## src/rtl/onehot_to_thermo.sv

```systemverilog
// onehot_to_thermo: registers a 16-bit one-hot level code as a 15-bit
// thermometer code plus binary level, behind a one-deep valid/ready stage.
//
// Ports:
//   clk, rst_n        clock, asynchronous active-low reset
//   in_valid/in_ready input handshake; onehot sampled on acceptance
//   out_valid/out_ready output handshake; thermo/level/out_err held
//   out_err           held word came from a zero or multi-hot code
//   err_sticky        illegal code accepted since reset or clr_err
//   clr_err           synchronous clear of err_sticky (and err_cnt)
//   err_cnt           saturating illegal count, only with ONEHOT_ERR_CNT_EN
//
// Build option: define ONEHOT_ERR_CNT_EN to add the err_cnt port/counter.

module onehot_to_thermo (
    input  logic        clk,
    input  logic        rst_n,
    input  logic        in_valid,
    output logic        in_ready,
    input  logic [15:0] onehot,
    output logic        out_valid,
    input  logic        out_ready,
    output logic [14:0] thermo,
    output logic [3:0]  level,
    output logic        out_err,
    output logic        err_sticky,
`ifdef ONEHOT_ERR_CNT_EN
    input  logic        clr_err,
    output logic [7:0]  err_cnt
`else
    input  logic        clr_err
`endif
);

    logic        accept;
    logic [3:0]  enc_level;
    logic [14:0] enc_thermo;
    logic        enc_err;
    logic        bad_accept;

    // The stage can take a new word when empty or when the held word
    // leaves on this same edge, giving one word per cycle.
    assign in_ready   = !out_valid || out_ready;
    assign accept     = in_valid && in_ready;
    assign bad_accept = accept && enc_err;

    // Highest set bit wins, so multi-hot codes still map to a level.
    always_comb begin
        enc_level = 4'd0;
        for (int i = 0; i < 16; i++) begin
            if (onehot[i]) begin
                enc_level = 4'(i);
            end
        end
    end

    always_comb begin
        enc_thermo = '0;
        for (int i = 0; i < 15; i++) begin
            enc_thermo[i] = (4'(i) < enc_level);
        end
    end

    // Illegal when empty or when more than one bit is set.
    assign enc_err = (onehot == 16'h0000) ||
                     ((onehot & (onehot - 16'd1)) != 16'h0000);

    always_ff @(posedge clk or negedge rst_n) begin
        if (!rst_n) begin
            out_valid <= 1'b0;
        end else if (accept) begin
            out_valid <= 1'b1;
        end else if (out_ready) begin
            out_valid <= 1'b0;
        end
    end

    always_ff @(posedge clk or negedge rst_n) begin
        if (!rst_n) begin
            thermo  <= '0;
            level   <= '0;
            out_err <= 1'b0;
        end else if (accept) begin
            thermo  <= enc_thermo;
            level   <= enc_level;
            out_err <= enc_err;
        end
    end

    // Setting takes priority over a clear in the same cycle.
    always_ff @(posedge clk or negedge rst_n) begin
        if (!rst_n) begin
            err_sticky <= 1'b0;
        end else if (bad_accept) begin
            err_sticky <= 1'b1;
        end else if (clr_err) begin
            err_sticky <= 1'b0;
        end
    end

`ifdef ONEHOT_ERR_CNT_EN
    // Clear restarts counting, so a same-cycle illegal word counts as 1.
    always_ff @(posedge clk or negedge rst_n) begin
        if (!rst_n) begin
            err_cnt <= 8'h00;
        end else if (clr_err) begin
            err_cnt <= bad_accept ? 8'h01 : 8'h00;
        end else if (bad_accept && (err_cnt != 8'hFF)) begin
            err_cnt <= err_cnt + 8'h01;
        end
    end
`endif

endmodule

```

## config.mk

```make
export PLATFORM = sky130hd
export DESIGN_NAME = onehot_to_thermo
export DESIGN_NICKNAME = d
export VERILOG_FILES = /design/src/rtl/onehot_to_thermo.sv
export SDC_FILE = /design/constraint.sdc
export NUM_CORES = 1
export LEC_CHECK = 0
export ABC_AREA = 1
export CORE_MARGIN = 2
export CORE_UTILIZATION = 39
export DETAILED_ROUTE_END_ITERATION = 7
export PLACE_DENSITY = 0.74
export SLEW_MARGIN = 20
export SYNTH_ARGS = -nofsm -noshare
export SYNTH_HDL_FRONTEND = slang
export SYNTH_SLANG_ARGS = --single-unit
```

## constraint.sdc

```tcl
create_clock -name clk -period 1.19 [get_ports clk]
set_input_delay 0.1785 -clock clk [delete_from_list [all_inputs] [get_ports clk]]
set_output_delay 0.1785 -clock clk [all_outputs]
set_load 0.01 [all_outputs]
```

## Yosys cells after proc, flatten, opt, wreduce, memory -nomap -nowiden

Cells that the tools add are included.

- Bits in registers: 22
- Input port bits: 21
- Output and inout bits: 23
- Word-level logic and storage cells: 50

- Add/subtract/negate cells: 1
- $lt $le $gt $ge: 15
- Mux-type cells: 19
- Bitwise operators: 1
- Reduce and logical (&&, ||, !) cells: 9

Operators by type and width:

| operator | count |
|---|---|
| $mux W4 | 11 |
| $lt A4 B4 Y1 const A | 7 |
| $and A16 B16 Y16 | 1 |
| $logic_not A16 Y1 | 1 |
| $lt A3 B4 Y1 const A | 4 |
| $reduce_bool A16 Y1 | 1 |
| $sub A16 B1 Y16 const B | 1 |
| $lt A1 B4 Y1 const A | 2 |
| $lt A2 B4 Y1 const A | 2 |
| $mux W1 | 5 |
| $mux W2 | 2 |
| $reduce_bool A2 Y1 | 2 |
| $mux W3 | 1 |
| $logic_and A1 B1 Y1 | 2 |
| $logic_or A1 B1 Y1 | 2 |
| $logic_not A1 Y1 | 1 |

## Depth between registers and ports, before layout

- Depth after elaboration: 16
- Gate-level depth with buffers: 17
- Gate-level depth less buffers: 17

## Worst setup path before layout

No wires, ideal clock.

- Kind: register to register
- Start: reg out_valid
- End: reg thermo[0]
- Data arrival time: 1,349 ps
- Required time: 1,071 ps
- Path slack: -278 ps
- Stages on the path, launching flop included: 10
- Path buffers: 0
- Period minus slack after synthesis: 1,468 ps
- Path through: dfrtp_1 -> nand2_1 -> nand2_1 -> nor2_1 -> nor2_1 -> inv_2 -> nor2_2 -> inv_2 -> a21oi_1 -> nand2_1

- Word-level cells in the longest chain between the ends: 3

Ends and longest elaborated chain:

| item | RTL line | RTL |
|---|---|---|
| start: declaration | 21 | `output logic out_valid,` |
| start signal: assignment | 70 | `out_valid <= 1'b0;` |
| start signal: assignment | 72 | `out_valid <= 1'b1;` |
| start signal: assignment | 74 | `out_valid <= 1'b0;` |
| $logic_not A1 Y1 | 43 | `assign in_ready = !out_valid \|\| out_ready;` |
| $logic_or A1 B1 Y1 | 43 |  |
| via in_ready | 19 | `output logic in_ready,` |
| $logic_and A1 B1 Y1 | 44 | `assign accept = in_valid && in_ready;` |
| end signal: assignment | 84 | `thermo <= enc_thermo;` |
| end: declaration | 23 | `output logic [14:0] thermo,` |

The timed path passes the listed nets, and every way through them passes these cells.
A chain may end at the register's enable or synchronous reset.

## Worst setup path after layout

- Start: reg out_valid
- End: reg thermo[6]

- Word-level cells in the longest chain between the ends: 3

Ends and longest elaborated chain:

| item | RTL line |
|---|---|
| $logic_not A1 Y1 | 43 |
| $logic_or A1 B1 Y1 | 43 |
| $logic_and A1 B1 Y1 | 44 |

Every way passes these cells.

==> qor.txt <==
Root Driver: clkbuf_4
final setup margin: -0.2046 ns
Core ar.: 2978 µm²
number of DRC markers in iteration 0: 51
max incr delay on CP: 0.38 ns
htree depth: 1
port bufs: 43
largest net degree at the start of global routing: 22
RSZ-0062 raised after global routing: true
peak supply drop: 0.8795 mV
Crit Path Class: flop to flop
Placed Cells: 275
first-pass GRT wire length: 6196 µm
CP arrival: 1.58 ns
syn_area_per_cell: 6.962 µm²
P per Cell Area: 860.5 nW/µm²
Pre-Repair DR Iteration Count: 4
Seq. cell area: 525.5 µm²
Max Freq: 717.0 MHz
outcome: finished, violations left
final cell count without fillers: 310
number of synthesized register bits: 21
share of cells above drive strength 1: 0.4585
# hold bufs at CTS: 0
Hold Fails Final Rpt: 0
cell taking the most area after synthesis: dfrtp_1
Max Cap Viol: 0
Detailed Route WL: 4458 µm
clock buffer depth: 2
WP buf/inv: 3
post-synthesis cell area: 1197 µm²
die width: 59.41 µm
Syn Inst Count: 172
layout net count: 299
failing checks: negative setup slack
critical path fanouts, max: 6
Residual DRC: 0
Final Util: 0.7962
Max-slew headroom: 0.8223
Multi-input gate area: 729.5 µm²
CP startpoint kind: flop
Worst-Skew Late Latency: 0.30 ns
CP max-delay cell: dfrtp_1
setup TNS: -1.285 ns
Detailed Place HPWL: 2324 µm
diode count: 0
Vias: 1549
GP Congestion: 0.8612
Slew @ Worst Pin: 0.2666 ns
Tmin final: 1.395 ns
Die Y-Extent: 59.41 µm
EDFF count, synth: 0
Num Clock Sinks: 21
CTS tree: done
GR Util All Layers: 0.2301
top-count cell post-synth: nand2_1
period utilization: 1.172
setup violators final: 13
Worst EP required: 1.38 ns
Detail Route Antenna Nets: 0
Cell Rows: 20
leak pwr: 1.188 nW
crit path capture type: flop
Area growth syn-to-layout: 98.01%
most used flip-flop cell after synthesis: dfrtp_1
Slew Viols, Final: 0
Synth cell types: 22
grt total ovfl: 0
ys async rst share: 1.000
synth cell count leaders: nand2_1 (65), dfrtp_1 (21), inv_1 (20), nor2_1 (12), a21oi_1 (10)
Synth top area share: 0.4389
fill count: 189
family with the most delay on the worst path: simple AND/OR/NAND/NOR gates
clock transition at the registers of the reported paths: 0.11 ns
worst hold path class: primary input to async pin
Setup Skew: 0.003250 ns
Seq/Total Area, Yosys: 0.4389
# IOs: 44
Avg WL per Cell: 14.38 µm
initial antenna violation count: 0
synth top area cells: dfrtp_1 (44%), nand2_1 (20%), inv_1 (6.3%)
vias per cell: 4.997
Inserted Clock Buffers: 3
Initial Utilization: 0.4021
vias in the first global route: 1406
Die Area: 3530 µm²
syn nets: 193
worst path cell trace: buf_6 > nand2_8 > nand2_8 > nor2_4 > nor2_4 > inv_2 > buf_6 > a21oi_2 > nand2_1
yosys warns: 0
==> cells by family (layout without fill, tap and decap cells) <==
kind of cell | after synthesis | in the layout | synth area share
AOI/OAI and AO/OA | 26 | 26 | 0.1202
buffers and inverters | 32 | 137 | 0.1034
DFF | 21 | 21 | 0.4389
and+or+nand+nor | 93 | 93 | 0.3375
==> flip-flops by register name (all words and copies together), names as in the netlist <==
| signal | cells |
|---|---|
| err_sticky | 1 |
| level | 3 |
| out_err | 1 |
| out_valid | 1 |
| thermo | 15 |
==> metrics by stage <==
stage	power (mW)	setup WS (ns)	area [µm²]	hold WS (ns)
global placement	1.514	-0.5897	1927	0.4632
global route	2.145	-0.2408	2371	0.2104
finish	2.040	-0.2046	2371	0.1958
floorplan	1.123	-0.1047	1246	-0.1171
detailed placement	1.524	-0.6514	1927	0.4659
CTS	1.900	-0.08946	2193	0.2085
==> power breakdown <==
part / internal (mW) / leakage [nW] / switching, mW
Sequential: 0.794 / 0.222 / 0.0476
Clock: 0.131 / 0.0150 / 0.208
Combinational: 0.443 / 0.951 / 0.416
Total: 1.37 / 1.19 / 0.672
==> worst paths after layout <==
check	start	to	slack [ns]	depth (start not counted)
worst max-delay path	out_valid	thermo[6]	-0.20	9
worst min-delay path	rst_n	out_valid	0.20	2
worst max register to register	out_valid	thermo[6]	-0.20	9
worst min register to register	err_sticky	err_sticky	0.48	2
max in group asynchronous	rst_n	thermo[7]	0.78	2
min in group clk	onehot[0]	out_err	0.39	7
==> cell usage in the layout, fill, tap and decap left out, types with 2 or more instances in the layout <==
cell,count
buf_4,50
nand2_4,3
a21oi_2,7
buf_8,2
nor3_2,2
clkdlybuf4s50_1,4
inv_2,9
nand4_1,3
nor2_4,11
a31oi_1,2
o21ai_1,5
nand2_2,8
nor2_2,4
nand2_1,54
clkbuf_4,3
inv_4,2
clkdlybuf4s15_1,19
dfrtp_1,21
nand2_8,2
a21oi_1,3
inv_1,16
dlygate4sd2_1,10
nor2_1,4
buf_2,3
o21ai_0,4
buf_6,14
==> worst register-to-register path, cell delays in order, from the launching register on <==
cell and delay (ns):
dfrtp_1 0.38, buf_6 0.12, nand2_8 0.06, nand2_8 0.10
nor2_4 0.05, nor2_4 0.11, inv_2 0.07, buf_6 0.13
a21oi_2 0.16, nand2_1 0.10
==> routing by layer <==
| layer | vias up | part of all wire | track usage |
|---|---|---|---|
| li1 | 745 | - | - |
| met1 | 733 | 0.40 | 0.2865 |
| met2 | 57 | 0.52 | 0.4035 |
| met3 | 14 | 0.046 | 0.03930 |
| met4 | 0 | 0.035 | 0.06818 |
| met5 | - | 0 | 0 |
==> area by class of cell <==
type | instances | share of cell area
Tap cell | 33 | 0.01741
Inverter | 29 | 0.05066
Sequential cell | 21 | 0.2216
Clock buffer | 4 | 0.01108
Multi-Input combinational cell | 119 | 0.3077
Timing Repair Buffer | 104 | 0.3916
==> repair_timing <==
action / in CTS / in global routing
gates resized for setup: 93 / 59
gates cloned: 1 / 0
pin swaps: 27 / 20
endpoints found under the setup margin: 38 / 38
buffers inserted: 21 / 10
Note: power is estimated with default switching activity, not from simulation.
